===== config.mk =====
export PLATFORM = sky130hd
export DESIGN_NAME = prog_loader
export DESIGN_NICKNAME = d
export VERILOG_FILES = /design/src/rtl/prog_loader_pkg.sv /design/src/rtl/loader_checksum.sv /design/src/rtl/prog_loader.sv
export SDC_FILE = /design/constraint.sdc
export NUM_CORES = 1
export LEC_CHECK = 0
export CAP_MARGIN = 0
export CORE_MARGIN = 3
export CORE_UTILIZATION = 32
export DETAILED_ROUTE_END_ITERATION = 12
export PLACE_DENSITY_LB_ADDON = 0.1
export SLEW_MARGIN = 20
export SYNTH_ARGS = -nofsm -noshare
export SYNTH_HDL_FRONTEND = slang
export SYNTH_HIERARCHICAL = 1
export SYNTH_SLANG_ARGS = --single-unit

===== constraint.sdc =====
create_clock -name clk -period 5 [get_ports clk]
set_input_delay 1.25 -clock clk [delete_from_list [all_inputs] [get_ports clk]]
set_output_delay 1.25 -clock clk [all_outputs]
set_load 0.01 [all_outputs]

===== src/rtl/prog_loader_pkg.sv =====
// Shared definitions for the program loader: default widths, frame header
// value and the 3-bit FSM state encoding.
package prog_loader_pkg;

  localparam int DEF_ADDR_W = 12;
  localparam int DEF_DATA_W = 8;
  localparam logic [7:0] DEF_HEADER = 8'hA5;

  typedef enum logic [2:0] {
    ST_IDLE   = 3'd0,
    ST_LEN_HI = 3'd1,
    ST_LEN_LO = 3'd2,
    ST_DATA   = 3'd3,
    ST_CHK    = 3'd4,
    ST_DONE   = 3'd5,
    ST_ERR    = 3'd6
  } state_t;

endpackage


===== src/rtl/loader_checksum.sv =====
// Running modulo-2^W sum of a frame's data bytes. The zero flag reports
// whether the sum plus the byte currently presented on din is zero, so the
// checksum byte can be judged in the same cycle it is accepted.
module loader_checksum #(
  parameter int W = 8
) (
  input  logic         clk,
  input  logic         reset,
  input  logic         clear,
  input  logic         add_en,
  input  logic [W-1:0] din,
  output logic         zero
);

  logic [W-1:0] sum;
  logic [W-1:0] total;

  // Accumulate accepted data bytes; clear at the start of each frame.
  always_ff @(posedge clk or posedge reset) begin
    if (reset) begin
      sum <= '0;
    end else if (clear) begin
      sum <= '0;
    end else if (add_en) begin
      sum <= sum + din;
    end
  end

  // Sum including the presented byte, truncated to W bits.
  always_comb begin
    total = sum + din;
    zero  = (total == '0);
  end

endmodule


===== src/rtl/prog_loader.sv =====
// Program memory loader: takes a framed byte stream (HEADER, LEN_HI, LEN_LO,
// data..., optional CHK) and writes the data sequentially from address 0,
// holding the processor in reset while loading or after a failed load.
// Optional checksum byte: define PROG_LOADER_CHECKSUM_EN.
module prog_loader
  import prog_loader_pkg::*;
#(
  parameter int ADDR_W = DEF_ADDR_W,
  parameter int DATA_W = DEF_DATA_W,
  parameter logic [DATA_W-1:0] HEADER = DEF_HEADER
) (
  input  logic              clk,
  input  logic              reset,
  input  logic              rx_valid,
  input  logic [DATA_W-1:0] rx_data,
  output logic              rx_ready,
  output logic              mem_we,
  output logic [ADDR_W-1:0] mem_addr,
  output logic [DATA_W-1:0] mem_wdata,
  output logic              cpu_hold,
  output logic              busy,
  output logic              done,
  output logic              error
);

  localparam int HI_W = ADDR_W - 8;

  state_t            state, state_next;
  logic              xfer;
  logic              is_header;
  logic              len_hi_bad;
  logic              last_byte;
  logic              frame_start;
  logic              chk_zero;
  logic [HI_W-1:0]   len_hi;
  logic [ADDR_W-1:0] len;
  logic [ADDR_W-1:0] len_m1;

  // The loader stalls the link only during the write-strobe cycle.
  assign rx_ready    = ~mem_we;
  assign xfer        = rx_valid & rx_ready;
  assign is_header   = (rx_data == HEADER);
  assign len_hi_bad  = (rx_data[DATA_W-1:HI_W] != '0);
  // Length 0 encodes a full 2**ADDR_W frame, which falls out of the wrap of len-1.
  assign len_m1      = len - {{(ADDR_W-1){1'b0}}, 1'b1};
  // The write address of the byte being accepted equals its index in the frame.
  assign last_byte   = (mem_addr == len_m1);
  assign frame_start = xfer && is_header &&
                       (state == ST_IDLE || state == ST_DONE || state == ST_ERR);

  loader_checksum #(.W(DATA_W)) u_checksum (
    .clk    (clk),
    .reset  (reset),
    .clear  (frame_start),
    .add_en (xfer && (state == ST_DATA)),
    .din    (rx_data),
    .zero   (chk_zero)
  );

`ifndef PROG_LOADER_CHECKSUM_EN
  logic unused_chk_zero;
  assign unused_chk_zero = chk_zero;
`endif

  // State register.
  always_ff @(posedge clk or posedge reset) begin
    // NOTE: sequential state uses non-blocking assignments so every register
    // samples pre-edge values regardless of block ordering.
    if (reset) state <= ST_IDLE;
    else       state <= state_next;
  end

  // Next-state logic; every transition is qualified by an accepted transfer.
  always_comb begin
    // NOTE: default assignment first so no path leaves state_next unassigned
    // (which would infer a latch).
    state_next = state;
    if (xfer) begin
      unique case (state)
        ST_IDLE, ST_DONE, ST_ERR: if (is_header) state_next = ST_LEN_HI;
        ST_LEN_HI:                state_next = len_hi_bad ? ST_ERR : ST_LEN_LO;
        ST_LEN_LO:                state_next = ST_DATA;
`ifdef PROG_LOADER_CHECKSUM_EN
        ST_DATA:                  if (last_byte) state_next = ST_CHK;
        ST_CHK:                   state_next = chk_zero ? ST_DONE : ST_ERR;
`else
        ST_DATA:                  if (last_byte) state_next = ST_DONE;
`endif
        default:                  state_next = ST_IDLE;
      endcase
    end
  end

  // Status outputs decoded from state; done/error are sticky because only a
  // HEADER leaves DONE/ERR.
  always_comb begin
    busy     = 1'b0;
    done     = 1'b0;
    error    = 1'b0;
    cpu_hold = 1'b1;
    unique case (state)
      ST_IDLE: cpu_hold = 1'b0;
      ST_DONE: begin
        cpu_hold = 1'b0;
        done     = 1'b1;
      end
      ST_ERR:  error = 1'b1;
      default: busy = 1'b1;
    endcase
  end

  // Length capture, write register and address counter.
  always_ff @(posedge clk or posedge reset) begin
    if (reset) begin
      mem_we    <= 1'b0;
      mem_addr  <= '0;
      mem_wdata <= '0;
      len_hi    <= '0;
      len       <= '0;
    end else begin
      mem_we <= 1'b0;
      // Advance after each write; transfers never coincide with mem_we.
      if (mem_we) mem_addr <= mem_addr + 1'b1;
      if (xfer) begin
        unique case (state)
          ST_IDLE, ST_DONE, ST_ERR: if (is_header) mem_addr <= '0;
          ST_LEN_HI: len_hi <= rx_data[HI_W-1:0];
          ST_LEN_LO: len    <= {len_hi, rx_data};
          ST_DATA: begin
            mem_wdata <= rx_data;
            mem_we    <= 1'b1;
          end
          default: ;
        endcase
      end
    end
  end

endmodule


==> results of run 1 <==
==> metal layers <==
layer  GRT usage [%]  vias to the layer above
li1                -                      809
met1            20.5                      793
met2            20.5                       24
met3            3.54                        5
met4            4.12                        0
met5               0                        -
==> cells by family after synthesis <==
| kind of cell | Yosys count |
|---|---|
| adders and majority gates | 3 |
| AOI/OAI and AO/OA | 22 |
| buffers and inverters | 15 |
| DFF | 40 |
| and+or+nand+nor | 78 |
| muxes | 27 |
| xor gates and xnor gates | 23 |
==> per-stage QoR <==
stage	power, mW	utilization [%]	cell area [sq um]	hold slack (ps)
2_1_floorplan	1.23	-	2160	475
3_3_place_gp	1.55	40.2	2590	488
3_5_place_dp	1.56	40.2	2590	493
4_1_cts	1.83	41.9	2710	511
5_1_grt	1.97	41.9	2710	530
6_report	1.81	41.9	2710	508
==> worst reg2reg max path, stage by stage, from the launching register on <==
cell,delay (ps)
sky130_fd_sc_hd__dfrtp_1,420
sky130_fd_sc_hd__inv_1,60
sky130_fd_sc_hd__ha_1,210
sky130_fd_sc_hd__nor2b_1,240
sky130_fd_sc_hd__or4_1,530
sky130_fd_sc_hd__o22a_1,220
sky130_fd_sc_hd__a22oi_2,170
sky130_fd_sc_hd__nand4_1,160
sky130_fd_sc_hd__o31a_1,280
==> flip-flops by register name, summed over array words and instances, names as in the netlist <==
signal	count
mem_addr	12
state	3
mem_we	1
len_hi	4
mem_wdata	8
len	12
==> area by class of cell <==
class                      instances  area share [%]
sequential                        40            37.0
clock inverter                     3            1.57
timing repair buffer              37            13.6
tap                               77            3.56
multi-input combinational        153            40.9
clock buffer                       5            2.54
inverter                           6           0.833
==> layout by cell type (no fill, tap or decap), types with 5 or more instances in the layout <==
master | Yosys | final
sky130_fd_sc_hd__nor2b_1 | 5 | 5
sky130_fd_sc_hd__a21oi_1 | 7 | 7
sky130_fd_sc_hd__mux2_2 | 24 | 24
sky130_fd_sc_hd__xor2_1 | 8 | 8
sky130_fd_sc_hd__inv_1 | 6 | 6
sky130_fd_sc_hd__clkdlybuf4s50_1 | 0 | 36
sky130_fd_sc_hd__nand4_1 | 7 | 7
sky130_fd_sc_hd__xnor2_1 | 15 | 15
sky130_fd_sc_hd__nand3_1 | 7 | 7
sky130_fd_sc_hd__nor2_1 | 21 | 21
sky130_fd_sc_hd__dfrtp_1 | 40 | 40
sky130_fd_sc_hd__nor3_1 | 5 | 5
sky130_fd_sc_hd__and3_1 | 6 | 6
sky130_fd_sc_hd__clkbuf_8 | 0 | 5
sky130_fd_sc_hd__nand2_1 | 11 | 11
==> power by group <==
part | switching, mW | total [mW] | internal [mW]
registers | 0.213 | 0.696 | 0.483
clock network | 0.118 | 0.265 | 0.148
logic | 0.361 | 0.849 | 0.489
total | 0.691 | 1.81 | 1.12
==> how the worst min path moves through the flow <==
| stage | from | end | slack [ps] |
|---|---|---|---|
| 2_1_floorplan | len_hi[2] | len[10] | 470 |
| 3_3_place_gp | len_hi[2] | len[10] | 490 |
| 3_5_place_dp | len_hi[3] | len_hi[3] | 490 |
| 4_1_cts | len_hi[3] | len_hi[3] | 510 |
| 5_1_grt | len_hi[0] | len_hi[0] | 530 |
| 6_report | len_hi[0] | len[8] | 510 |
==> metrics.md, run 1 <==
| Metric | Value |
|---|---|
| Status | finished clean |
| CP startpoint kind | flop |
| Start of the worst register-to-register path | len[0] |
| CP max FO | 11 |
| Normalized max-slew margin | 41.2% |
| Crit path buf inv count | 1 |
| Synth Area in Compound Gates | slightly above 7% |
| Post-synth top cells | sky130_fd_sc_hd__dfrtp_1, sky130_fd_sc_hd__mux2_2, sky130_fd_sc_hd__nor2_1 |
| Overall routing resource usage | between 10% and 20% |
| Fraction of synthesized cell area taken by the top area cell type | 46.2% |
| CP arrival | roughly 1800 ps |
| Peak Freq | around 0.32 GHz |
| Reg-to-reg setup timing slack | roughly 2600 ps |
| Nets | 256 |
| Die Y | between 80 and 90 um |
| Required time of the critical path | around 3800 ps |
| Synthesized-area fraction occupied by and/or/nand/nor cells | roughly 19% |
| Cell Area, Synth | around 0.0022 sq mm |
| Die boundary width | 88.2 um |
| CTS Buf Count | 5 |
| Xor-xnor portion of the synthesized cell area | under 10% |
| Number of fill cells | around 670 |
| Leakage | between 1 and 1.5 nW |
| Post-CTS setup buffers | 0 |
| Sequential cell area | 0.00100 sq mm |
| Ys flop type | sky130_fd_sc_hd__dfrtp_1 |
| Family with the most delay on the worst path | buffers and inverters |
| Synthesized netlist cell count | roughly 210 |
| Min cycle time layout | 3080 ps |
| Antenna-violating nets left | 0 |
| Clock Pin Slew Worst Setup and Hold Paths | about 80 ps |
| 1st-iter DRT viols | 84 |
| Post-cts resize count | 0 |
| Critical path depth | 3 |
| Max-slew violation total from the final report | 0 |
| Maximum clock insertion buffer count | 2 |
| Worst-case setup margin in the final layout | ~1900 ps |
| Count of boundary I/O pins | 37 |
| Chain of cells forming the critical path | xor2_1 > a21oi_1 > clkdlybuf4s50_1 |
| Count of warnings emitted by yosys | 6 |
| Area of combinational cells with multiple inputs | around 0.0011 sq mm |
| Setup clock skew after layout | approximately 6.4 ps |
| Insertion delay of the later-clocked pin in the worst-skew pair | around 290 ps |
| Final Wtd Congestion | approximately 0.70 |
| Worst setup path category | flop to primary output |
| CTS H-Tree Depth | 2 |
| Max_cap viols | 0 |
| Power density over the cells | between 600 and 700 mW/mm^2 |
| CP Capture Point | busy |
| Total number of vias | between 1,500 and 2,000 |
| Peak supply drop | around 0.25 mV |
| Top cell type by total area after synthesis | sky130_fd_sc_hd__dfrtp_1 |
| Sum of overflow across all layers after global routing | 0 |
| Adder-cell share of the synthesized area | ~1.6% |
| Antenna violations before repair | 0 |
| Top layer used by detailed routing | met4 |
| Syn_area_per_cell | approximately 10 sq um |
| Total Die Area | between 0.007 and 0.008 sq mm |
| Synth unique cells | 43 |
| RR Endpoint | state[1] |
| Seq cells post-synth | 40 |
| Met2 wirelength from detailed routing | between 2000 and 2500 um |
| Period Utilization, post-route | between 60% and 70% |
| Placeable core region | between 0.006 and 0.007 sq mm |
| Critical path's slowest cell | sky130_fd_sc_hd__clkdlybuf4s50_1 |
| Routed wire per std cell | roughly 15 um |
| TritonCTS clock tree | built |
| Worst setup path start | state[0] |
| Via count of the first global-routing pass | between 1,500 and 2,000 |
| Pre-CTS setup slack | roughly 1700 ps |
| Post-route non-filler standard cell count | around 320 |
| Number of rows created at floorplan | 29 |
| Top cells by area in the synthesized netlist | sky130_fd_sc_hd__dfrtp_1, sky130_fd_sc_hd__mux2_2, sky130_fd_sc_hd__xnor2_1, sky130_fd_sc_hd__nor2_1, sky130_fd_sc_hd__xor2_1 |
| Tightest Pin Transition | just under 900 ps |
| First-pass GRT wire length | about 8300 um |
| Unrepaired setup endpoints after global routing | no |
| Post-synth ARST share | 100% |
| Final total negative setup slack | 0 ps |
| Number of iterations in the first detailed-routing pass | 5 |
| Total wire length after detailed routing | 4890 um |
| HPWL reported at the end of detailed placement | 3600 um |
| Area growth from synthesis to layout | 25.0% |
| Type of destination of the critical path | primary output |
| ANT cells | 0 |
| Most common cell in the synthesized netlist | sky130_fd_sc_hd__dfrtp_1 |
| Root buffer selected by CTS | sky130_fd_sc_hd__clkbuf_8 |
| Avg Vias per Cell | ~5 |
| Wl on met1 | 2430 um |
| Layout cells sized above 1 | around 15% |
| Maximum number of pins on one net before global-route repair | 27 |
| PortBufs | 36 |
| Worst Hold Depth | 1 |
| Worst hold path type | flop to flop |
| Count of flip-flops with a built-in enable after synthesis | 0 |
| Number of cell instances on the worst register-to-register path | 8 |
| Number of hold buffers added after cts | 0 |
| Initial standard-cell utilization of the core | about 34% |
| # DRC | 0 |
| Syn nets | ~220 |
| Seq/Total Area, Yosys | between 40% and 50% |
| Placed cells | 313 |
| Dominant combinational cell family by area after synthesis | simple AND/OR/NAND/NOR gates |
| Met3 wire length | 136 um |
| Highest cell delay on the worst timing path | a little under 600 ps |
| Sinks on the clock net | 40 |
| Final hold violation count | 0 |
| Proportion of synthesized area in mux cells | ~14% |
| Final number of setup-violating endpoints | 0 |
(Power assumes the default switching activity.)
==> run 2, diff against run 1 <==
clock period = 3.2 ns   (was 5 ns; I/O delays follow)
==> run 2 against run 1 <==
Effect of this change:
- cell count is 0.93% higher
- core utilization is 0.41 points higher
- total power is 58% higher
- final area is 0.97% higher
- count of clock-buffer cells in the layout stayed put
- sequential power is 57% higher
- clock skew is 2.7 ps lower
- register-to-register slack worse by 1800 ps
- critical path type unchanged
- critical endpoint unchanged
- largest cell class unchanged
==> metrics.md, run 2 (synthesis results as in run 1) <==
| Metric | Value |
|---|---|
| Nets | 259 (+1.2%) |
| Insertion delay of the later-clocked pin in the worst-skew pair | 290 ps (about the same) |
| Fraction of power consumed by sequential logic | 38.1% (-0.3 points) |
| Peak Freq | approximately 0.38 GHz |
| Total power draw | 2.86 mW (+58%) |
| Tightest Pin Transition | 727 ps (-152 ps) |
| CP arrival | 1860 ps (+30 ps) |
| Hold slack | 516 ps (+8.20 ps) |
| Post-cts resize count | 0 (unchanged) |
| Layout cells sized above 1 | 15.8% (+1.0 points) |
| Routed wire per std cell | 15.1 um (-0.62%) |
| Start of the worst register-to-register path | len[0] |
| Number of cell instances on the worst register-to-register path | 8 (unchanged) |
| Clock Pin Slew Worst Setup and Hold Paths | 80 ps (about the same) |
| Antenna violations before repair | 0 (unchanged) |
| Count of boundary I/O pins | 37 (unchanged) |
| CTS H-Tree Depth | 2 (unchanged) |
| Most frequent cells in the layout | sky130_fd_sc_hd__dfrtp_1, sky130_fd_sc_hd__clkdlybuf4s50_1, sky130_fd_sc_hd__mux2_2 |
| Top layer used by detailed routing | met4 |
| Unrepaired setup endpoints after global routing | no |
| Normalized max-slew margin | 51.2% (+10 points) |
| CP max FO | 11 (unchanged) |
| Final number of setup-violating endpoints | 0 (unchanged) |
| Final total negative setup slack | 0 ps (unchanged) |
| Crit path buf inv count | 1 (unchanged) |
| Chain of cells forming the critical path | xor2_1 > a21oi_1 > clkdlybuf4s50_1 |
| Leakage | 1.08 nW (+1.5%) |
| Post-CTS setup buffers | 0 (unchanged) |
| Post-route non-filler standard cell count | 324 (+0.93%) |
| CTS Buf Count | 5 (unchanged) |
| Overall routing resource usage | 13.8% (-0.21 points) |
| Switching power summed over all nets | 1.10 mW (+59%) |
| Period Utilization, post-route | ~83% |
| Most common cell after layout, fill and taps aside | sky130_fd_sc_hd__dfrtp_1 |
| Placed cells | 316 (+0.96%) |
| Min cycle time layout | about 2700 ps |
| Type of destination of the critical path | primary output |
| Combinational fraction of design power | 46.9% (about the same) |
| Die Y | 88.2 um (unchanged) |
| Number of rows created at floorplan | 29 (unchanged) |
| Die boundary width | 88.2 um (unchanged) |
| Avg Vias per Cell | 5.05 (-0.62%) |
| RR Endpoint | state[1] |
| Final core utilization | 42.3% (+0.41 points) |
| Reg-to-reg setup timing slack | 830 ps (-1780 ps) |
| Total Die Area | 0.00779 sq mm (unchanged) |
| Wl on met1 | 2430 um (about the same) |
| Status | finished clean |
| Area growth from synthesis to layout | 26.2% |
| Worst setup path category | flop to primary output |
| Internal portion of total power | 1.76 mW (+57%) |
| Placeable core region | 0.00646 sq mm (unchanged) |
| 1st-iter DRT viols | 74 (-12%) |
| Switching Share | 38.3% (+0.18 points) |
| Maximum number of pins on one net before global-route repair | 41 (+52%) |
| Met3 wire length | 133 um (-2.2%) |
| PortBufs | 36 (unchanged) |
| First-pass GRT wire length | 8160 um (-2.2%) |
| Power density over the cells | 1050 mW/mm^2 (+56%) |
| Hold worst-path end | mem_wdata[2] |
| Max_cap viols | 0 (unchanged) |
| Part of the power in the clock network | 14.9% (+0.3 points) |
| Max-slew violation total from the final report | 0 (unchanged) |
| Worst Hold Depth | 1 (unchanged) |
| Via count of the first global-routing pass | 1,585 (-0.56%) |
| Sum of overflow across all layers after global routing | 0 (unchanged) |
| Root buffer selected by CTS | sky130_fd_sc_hd__clkbuf_8 |
| Largest registers in the final layout | len (12), mem_addr (12), mem_wdata (8) |
| Total number of vias | 1,636 (+0.31%) |
| # DRC | 0 (unchanged) |
| Number of iterations in the first detailed-routing pass | 5 (unchanged) |
| Final Wtd Congestion | 0.737 (+4.9%) |
| Sinks on the clock net | 40 (unchanged) |
| Critical path's slowest cell | sky130_fd_sc_hd__clkdlybuf4s50_1 |
| Met2 wirelength from detailed routing | 2270 um (+0.49%) |
| ANT cells | 0 (unchanged) |
| Number of hold buffers added after cts | 0 (unchanged) |
| Worst hold path type | flop to flop |
| Setup clock skew after layout | 3.74 ps (-2.66 ps) |
| Peak supply drop | 0.406 mV (+61%) |
| Highest cell delay on the worst timing path | 590 ps (about the same) |
| TritonCTS clock tree | built |
| Family with the most delay on the worst path | buffers and inverters |
| Required time of the critical path | 2400 ps (-1350 ps) |
| Antenna-violating nets left | 0 (unchanged) |
| Initial standard-cell utilization of the core | 33.5% (unchanged) |
| Final hold violation count | 0 (unchanged) |
| CP startpoint kind | flop |
| Total wire length after detailed routing | 4910 um (+0.31%) |
| Hold Path Origin | mem_wdata[2] |
| Maximum clock insertion buffer count | 2 (unchanged) |
| HPWL reported at the end of detailed placement | 3610 um (+0.46%) |
[run 2: cell count changes in the layout (fill, tap and decap cells not counted), sizes merged]
cell | before | now
buf | 1 | 4
inv | 6 | 7
clkinv | 1 | 0
[run 2: worst reg2reg max path, delay by kind of cell, from the launching register on]
family / cells / cell delay [ps]
AND/OR/NAND/NOR: 3 / 910
AO/OA/AOI/OAI: 3 / 660
flip-flops: 1 / 410
adder cells (fa/ha/maj): 1 / 210
buffers and inverters: 1 / 60
[run 2: per-layer routing]
metal	up-vias	track usage, %
li1	815	-
met3	6	3.07
met1	791	20.3
met2	24	20.4
met4	0	4.12
met5	-	0
[run 2: how the worst max path moves through the flow]
stage | from | end | depth (start not counted)
finish | state[0] | busy | 3
global route | state[0] | busy | 3
floorplan | len[0] | state[1] | 9
detailed placement | rx_valid | mem_wdata[4] | 6
CTS | state[0] | busy | 3
global placement | rx_valid | mem_wdata[4] | 6
[run 2: layout make-up]
type | count | area [sq um]
repair buffers | 40 | 390
multi-input cells | 153 | 1110
well taps | 77 | 96.3
fillers | 647 | 3730
inverters | 6 | 22.5
clock buffers | 5 | 68.8
clock inverters | 3 | 46.3
flip-flops and latches | 40 | 1000
[run 2: through the flow]
| stage | cell area [sq um] | worst slack (ps) |
|---|---|---|
| 2_1_floorplan | 2160 | 957 |
| 3_3_place_gp | 2620 | 651 |
| 3_5_place_dp | 2620 | 650 |
| 4_1_cts | 2730 | 511 |
| 5_1_grt | 2730 | 395 |
| 6_report | 2730 | 544 |
[run 2: power groups by stage]
| stage | Sequential (mW) | Combinational (mW) | Clock (mW) |
|---|---|---|---|
| 2_1_floorplan | 1.04 | 0.887 | 0 |
| 3_3_place_gp | 1.10 | 1.35 | 0 |
| 3_5_place_dp | 1.11 | 1.35 | 0 |
| 4_1_cts | 1.10 | 1.36 | 0.445 |
| 5_1_grt | 1.14 | 1.49 | 0.468 |
| 6_report | 1.09 | 1.34 | 0.427 |
